`src/rtl/alu_pkg.sv`:
```
// Shared definitions for the 4-bit ALU and its operand loader front-end:
// datapath widths, loader FSM states and the opcode map.
package alu_pkg;

  localparam int NIB_W = 4;
  localparam int OP_W  = 3;
  localparam int RES_W = 8;

  typedef enum logic [1:0] {
    IDLE    = 2'd0,
    WAIT_B  = 2'd1,
    WAIT_OP = 2'd2,
    ISSUE   = 2'd3
  } loader_state_e;

  localparam logic [OP_W-1:0] OP_ADD = 3'b000;
  localparam logic [OP_W-1:0] OP_SUB = 3'b001;
  localparam logic [OP_W-1:0] OP_AND = 3'b010;
  localparam logic [OP_W-1:0] OP_OR  = 3'b011;
  localparam logic [OP_W-1:0] OP_XOR = 3'b100;
  localparam logic [OP_W-1:0] OP_SHL = 3'b101;
  localparam logic [OP_W-1:0] OP_SHR = 3'b110;
  localparam logic [OP_W-1:0] OP_NOT = 3'b111;

  // Opcode nibbles with the top bit set are reserved and rejected by the loader.
  function automatic logic is_reserved_op(input logic [NIB_W-1:0] nib);
    return nib[NIB_W-1];
  endfunction

endpackage

```
`src/rtl/alu_operand_loader_if.sv`:
```
// Pad-side nibble strobe plus the operand/result bus between the loader and the ALU.
interface alu_operand_loader_if;
  import alu_pkg::*;

  logic              in_valid;
  logic [NIB_W-1:0]  in_data;
  logic [NIB_W-1:0]  out_a;
  logic [NIB_W-1:0]  out_b;
  logic [OP_W-1:0]   out_op;
  logic              issue;
  logic [RES_W-1:0]  alu_result;
  logic [RES_W-1:0]  result_q;
  logic              result_valid;
  logic              busy;
  logic              err;

  modport master (
    input  in_valid, in_data, alu_result,
    output out_a, out_b, out_op, issue, result_q, result_valid, busy, err
  );

  modport slave (
    output in_valid, in_data, alu_result,
    input  out_a, out_b, out_op, issue, result_q, result_valid, busy, err
  );

endinterface

```
`src/rtl/strobe_sync_edge.sv`:
```
// Synchronizes the asynchronous nibble strobe and emits a one-cycle accept
// pulse on each synced rising edge, but only once the line has been seen low.
module strobe_sync_edge #(
  parameter int SYNC_STAGES = 2
) (
  input  logic clk,
  input  logic rst_n,
  input  logic in_valid,
  output logic accept
);

  logic [SYNC_STAGES-1:0] sync_reg;
  logic [SYNC_STAGES-1:0] fill_reg;
  logic                   prev_reg;
  logic                   armed_reg;
  logic                   accept_reg;
  logic                   synced;

  assign synced = sync_reg[SYNC_STAGES-1];
  assign accept = accept_reg;

  // fill_reg tracks when the chain's last stage holds a real pin sample rather
  // than its reset zero, so a strobe held high through reset never arms us.
  always_ff @(posedge clk or negedge rst_n) begin
    if (!rst_n) begin
      sync_reg   <= '0;
      fill_reg   <= '0;
      prev_reg   <= 1'b0;
      armed_reg  <= 1'b0;
      accept_reg <= 1'b0;
    end else begin
      sync_reg   <= {sync_reg[SYNC_STAGES-2:0], in_valid};
      fill_reg   <= {fill_reg[SYNC_STAGES-2:0], 1'b1};
      prev_reg   <= synced;
      if (fill_reg[SYNC_STAGES-1] && !synced) begin
        armed_reg <= 1'b1;
      end
      accept_reg <= armed_reg && synced && !prev_reg;
    end
  end

endmodule

```
`src/rtl/alu_operand_loader.sv`:
```
// Collects A, B and opcode nibbles, presents them to the ALU as stable operands,
// captures the ALU result, and flags reserved opcodes and abandoned loads.
module alu_operand_loader
  import alu_pkg::*;
#(
  parameter int SYNC_STAGES    = 2,
  parameter int TIMEOUT_CYCLES = 255
) (
  input  logic                 clk,
  input  logic                 rst_n,
  input  logic                 ena,
  alu_operand_loader_if.master bus
);

  localparam int              CNT_W    = $clog2(TIMEOUT_CYCLES + 1);
  localparam logic [CNT_W-1:0] CNT_LAST = CNT_W'(TIMEOUT_CYCLES - 1);

  logic              accept;
  logic              timeout;
  loader_state_e     state_reg;
  logic [CNT_W-1:0]  cnt_reg;
  logic [NIB_W-1:0]  a_reg;
  logic [NIB_W-1:0]  b_reg;
  logic [OP_W-1:0]   op_reg;
  logic [RES_W-1:0]  result_reg;
  logic              result_valid_reg;
  logic              err_reg;

  strobe_sync_edge #(
    .SYNC_STAGES(SYNC_STAGES)
  ) u_strobe (
    .clk      (clk),
    .rst_n    (rst_n),
    .in_valid (bus.in_valid),
    .accept   (accept)
  );

  // Fires on the enabled cycle whose increment would reach TIMEOUT_CYCLES.
  assign timeout = (cnt_reg == CNT_LAST);

  always_ff @(posedge clk or negedge rst_n) begin
    if (!rst_n) begin
      state_reg        <= IDLE;
      cnt_reg          <= '0;
      a_reg            <= '0;
      b_reg            <= '0;
      op_reg           <= '0;
      result_reg       <= '0;
      result_valid_reg <= 1'b0;
      err_reg          <= 1'b0;
    end else if (ena) begin
      case (state_reg)
        IDLE: begin
          cnt_reg <= '0;
          if (accept) begin
            a_reg            <= bus.in_data;
            err_reg          <= 1'b0;
            result_valid_reg <= 1'b0;
            state_reg        <= WAIT_B;
          end
        end
        WAIT_B: begin
          if (accept) begin
            b_reg     <= bus.in_data;
            cnt_reg   <= '0;
            state_reg <= WAIT_OP;
          end else if (timeout) begin
            cnt_reg   <= '0;
            err_reg   <= 1'b1;
            state_reg <= IDLE;
          end else begin
            cnt_reg <= cnt_reg + 1'b1;
          end
        end
        WAIT_OP: begin
          if (accept) begin
            cnt_reg <= '0;
            if (is_reserved_op(bus.in_data)) begin
              err_reg   <= 1'b1;
              state_reg <= IDLE;
            end else begin
              op_reg    <= bus.in_data[OP_W-1:0];
              state_reg <= ISSUE;
            end
          end else if (timeout) begin
            cnt_reg   <= '0;
            err_reg   <= 1'b1;
            state_reg <= IDLE;
          end else begin
            cnt_reg <= cnt_reg + 1'b1;
          end
        end
        ISSUE: begin
          cnt_reg          <= '0;
          result_reg       <= bus.alu_result;
          result_valid_reg <= 1'b1;
          state_reg        <= IDLE;
          // A strobe landing on the issue cycle cannot start a new load.
          if (accept) begin
            err_reg <= 1'b1;
          end
        end
        default: begin
          cnt_reg   <= '0;
          state_reg <= IDLE;
        end
      endcase
    end
  end

  assign bus.out_a        = a_reg;
  assign bus.out_b        = b_reg;
  assign bus.out_op       = op_reg;
  assign bus.issue        = ena && (state_reg == ISSUE);
  assign bus.result_q     = result_reg;
  assign bus.result_valid = result_valid_reg;
  assign bus.busy         = (state_reg != IDLE);
  assign bus.err          = err_reg;

endmodule

```
`src/flat_wrapper.sv`:
```
// flat-port wrapper written by rule: the top's interface ports become plain ports
module alu_operand_loader_flat import alu_pkg::*;
#(
  parameter int SYNC_STAGES    = 2,
  parameter int TIMEOUT_CYCLES = 255
)
  (clk, rst_n, ena, bus_in_valid, bus_in_data, bus_alu_result, bus_out_a, bus_out_b, bus_out_op, bus_issue, bus_result_q, bus_result_valid, bus_busy, bus_err);
  alu_operand_loader_if bus_i ();
  input  logic clk;
  input  logic rst_n;
  input  logic ena;
  input wire logic [$bits(bus_i.in_valid)-1:0] bus_in_valid;
  input wire logic [$bits(bus_i.in_data)-1:0] bus_in_data;
  input wire logic [$bits(bus_i.alu_result)-1:0] bus_alu_result;
  output wire logic [$bits(bus_i.out_a)-1:0] bus_out_a;
  output wire logic [$bits(bus_i.out_b)-1:0] bus_out_b;
  output wire logic [$bits(bus_i.out_op)-1:0] bus_out_op;
  output wire logic [$bits(bus_i.issue)-1:0] bus_issue;
  output wire logic [$bits(bus_i.result_q)-1:0] bus_result_q;
  output wire logic [$bits(bus_i.result_valid)-1:0] bus_result_valid;
  output wire logic [$bits(bus_i.busy)-1:0] bus_busy;
  output wire logic [$bits(bus_i.err)-1:0] bus_err;
  assign bus_i.in_valid = bus_in_valid;
  assign bus_i.in_data = bus_in_data;
  assign bus_i.alu_result = bus_alu_result;
  assign bus_out_a = bus_i.out_a;
  assign bus_out_b = bus_i.out_b;
  assign bus_out_op = bus_i.out_op;
  assign bus_issue = bus_i.issue;
  assign bus_result_q = bus_i.result_q;
  assign bus_result_valid = bus_i.result_valid;
  assign bus_busy = bus_i.busy;
  assign bus_err = bus_i.err;
  alu_operand_loader #(.SYNC_STAGES(SYNC_STAGES), .TIMEOUT_CYCLES(TIMEOUT_CYCLES)) u_core (.clk(clk), .rst_n(rst_n), .ena(ena), .bus(bus_i));
endmodule
```
`config.mk`:
```
export PLATFORM = sky130hd
export DESIGN_NAME = alu_operand_loader_flat
export DESIGN_NICKNAME = d
export VERILOG_FILES = /design/src/rtl/alu_pkg.sv /design/src/rtl/alu_operand_loader_if.sv /design/src/rtl/strobe_sync_edge.sv /design/src/rtl/alu_operand_loader.sv /design/src/flat_wrapper.sv
export SDC_FILE = /design/constraint.sdc
export NUM_CORES = 1
export LEC_CHECK = 0
export ABC_AREA = 0
export ABC_CLOCK_PERIOD_IN_PS = 2000
export BUFFER_PORTS_ARGS = -buffer_cell sky130_fd_sc_hd__buf_4
export CORE_ASPECT_RATIO = 1.2
export CORE_MARGIN = 2
export CORE_UTILIZATION = 53
export CTS_CLUSTER_SIZE = 28
export DETAILED_ROUTE_END_ITERATION = 8
export HOLD_SLACK_MARGIN = 0.1
export PLACE_DENSITY = 0.78
export SYNTH_ARGS = -nofsm -noshare
export SYNTH_HDL_FRONTEND = slang
export SYNTH_SLANG_ARGS = --single-unit
```
`constraint.sdc`:
```
create_clock -name clk -period 2 [get_ports clk]
set_input_delay 0.2 -clock clk [delete_from_list [all_inputs] [get_ports clk]]
set_output_delay 0.2 -clock clk [all_outputs]
set_load 0.03 [all_outputs]
```
==> results.py <==
metrics = {
    "final_layout": {
        "seq_area_um2": 951,
        "multi_input_area_um2": 737,
        "final_cell_mix": "buf_4, dfrtp_1, mux2_1",
        "drive_gt1_frac": 0.257,
        "fill_cells": 226,
        "area_growth_pct": 29.7,
        "fin_nets": 224,
        "num_antenna_cells": 0,
        "fin_cells": 238,
        "postLayoutCellArea_um2": 2250,
    },
    "synth": {
        "ys_types": 35,
        "netlist.area_leader.share": 0.548,
        "postSynthAreaPerCell_um2": 12.0,
        "muxShareOfSynthArea": 0.129,
        "synthTopCellsByArea": "dfrtp_1, mux2_1, ha_1",
        "synth_compound_area_frac": 0.120,
        "syn_nets": 168,
        "syn_area_um2": 1740,
        "synth_xor_area_frac": 0,
        "yosysTopAreaCell": "dfrtp_1",
        "synth_top_family_by_area": "multiplexers",
        "ys_seq_area_frac": 0.548,
        "synthCells": 145,
        "synth_fa_ha_area_frac": 0.0504,
        "ys_ff_latch": 38,
        "yosysWarnings": 0,
        "yosys.area_share.simple": 0.123,
    },
    "setup_path": {
        "cp_slowest_cell": "dfrtp_1",
        "critical_path.cell_chain": "ha_1, nand2_1, inv_2, buf_4",
        "worstSetupPathType": "flip-flop to primary output",
        "worstPathBufferInverterCount": 2,
        "reg2reg_to": "u_core.cnt_reg[7]$_DFFE_PN0P_",
        "cp.required_ns": 1.80,
        "r2r_cells": 6,
        "critPathMaxStageDelay_ns": 0.42,
        "cp_max_fo": 9,
        "cp-start-kind": "flip-flop",
        "r2r-start": "u_core.state_reg[0]$_DFFE_PN0P_",
        "crit_start": "u_core.state_reg[0]$_DFFE_PN0P_",
        "critPathCaptureType": "primary output",
        "cp_top_family": "flip-flops",
        "r2r_slack_ns": 0.22,
        "worstPathArrival_ns": 1.61,
    },
    "sta": {
        "slew_violations": 0,
        "period_share": 0.904,
        "rsz0062_at_grt": "no",
        "finalHoldViolations": 0,
        "fmax_ghz": 0.553,
        "period_needed_ns": 1.81,
        "setup_ws_ns": 0.193,
        "holdWs_ns": 0.183,
        "fin_skew_ns": 0.0112,
        "finalSetupViolCount": 0,
        "setup_tns_ns": 0,
    },
    "cts": {
        "cts_max_level": 2,
        "root_buffer": "clkbuf_4",
        "clock_latency_ns": 0.34,
        "clock_path_buffers": 2,
        "cts_tree": "done",
        "cts_buffers": 5,
        "cts_resized": 0,
        "cts_setup_buffers": 0,
        "cts.sinks": 38,
        "path_clk_slew_ns": 0.11,
    },
    "grt": {
        "grt_pass1_wl_um": 6380,
        "grt_remaining_overflow": 0,
        "antenna_found_initial": 0,
        "grt_usage": 0.224,
        "grt_pass1_vias": 1395,
        "grt_max_degree": 39,
    },
    "die": {
        "num_rows": 22,
        "core_um2": 3080,
        "die_y_um": 66.7,
        "io_pins": 39,
        "fp.dieW_um": 56.3,
        "start_util": 0.563,
        "die_area_um2": 3750,
    },
    "route": {
        "drt-initial-drc-count": 41,
        "firstDrtPassIters": 4,
        "wl_um": 3620,
        "vias": 1306,
        "detail_route.wl_per_cell_um": 15.2,
        "post-route-drc-count": 0,
        "ant_nets": 0,
        "via_per_inst": 5.49,
    },
    "placement": {
        "io_buffers": 38,
        "preCtsSetupSlack_ns": 0.269,
        "gp_congestion": 0.854,
        "post-place-cells": 216,
        "hpwl_um": 2500,
        "placed_area_um2": 2050,
    },
    "pwr": {
        "p_leak_uw": 0.00113,
        "peakVddDrop_mv": 1.11,
        "powerDensity_nw_per_um2": 1270,
    },
    "status": {
        "outcome": "complete, no violations",
    },
    "hold_path": {
        "hold_start": "ena",
        "hold_path_class": "primary input to flip-flop",
        "min_path_cells": 2,
        "holdPathEnd": "u_core.cnt_reg[0]$_DFFE_PN0P_",
    },
    "job": {
        "max_cap_violations": 0,
    },
}
==> synth_stat cells (all sizes together) <==
master,n
nor3b,3
buf,3
mux2,19
nor2b,2
o211ai,1
a211oi,1
or2,1
a211o,2
nor2,9
o21ai,8
a32o,1
a31oi,1
and3,2
ha,7
nor4,3
o311ai,1
nand3,4
conb,1
nand4,2
nand2b,2
nand2,8
nor3,1
o32a,1
o31ai,1
a21o,5
a21oi,7
mux2i,1
inv,9
dfrtp,38
o22ai,1
==> power by group <==
part	switching [uW]	internal (uW)
clock	243	170
combinational	798	517
sequential	141	992
total	1180	1680
==> cells by family (layout without fill, tap and decap cells) <==
family	Yosys count	after routing
AO/OA/AOI/OAI	30	30
adder cells (fa/ha/maj)	7	7
buffers and inverters	12	69
flip-flops	38	38
multiplexers	20	20
other	1	1
AND/OR/NAND/NOR	37	37
==> layout make-up <==
class,instances,share of cell area
Multi-Input combinational cell,95,0.327
Sequential cell,38,0.422
Inverter,9,0.0150
Clock inverter,1,0.00222
Clock buffer,7,0.0244
Tap cell,36,0.0200
Timing Repair Buffer,52,0.189
==> worst register-to-register path, delay by kind of cell, from the launching register on <==
kind	cells	cell delay, ns
compound gates	2	0.36
fa+ha+maj	1	0.28
buf+inv	1	0.11
flops	1	0.40
simple gates	2	0.57
==> metrics by stage <==
stage,total power [uW],util
3_3_place_gp,2400,0.666
2_1_floorplan,1950,-
3_5_place_dp,2440,0.666
5_1_grt,3040,0.731
4_1_cts,2880,0.731
6_report,2860,0.731
==> worst max path at each step <==
stage | to | slack [ns] | cells past startpoint
final | bus_issue | 0.19 | 4
after global routing | bus_issue | 0.06 | 4
after CTS | bus_issue | 0.18 | 4
after detailed placement | u_core.cnt_reg[7]$_DFFE_PN0P_ | 0.27 | 6
after global placement | u_core.bus.out_op[0]$_DFFE_PN0P_ | 0.36 | 5
after floorplan | u_core.cnt_reg[7]$_DFFE_PN0P_ | 0.45 | 6
==> layer usage <==
metal	global-route usage	vias up	share of wire
met5	0	-	0
met4	0.0923	0	0.019
li1	-	628	-
met3	0.0563	9	0.037
met2	0.413	34	0.54
met1	0.246	635	0.40
==> what timing repair did <==
action / CTS / global route
endpoints found under the hold margin: 58 / 0
hold buffers: 14 / 0
setup endpoints to repair: 0 / 0
Power figures use the tool's default switching activity.
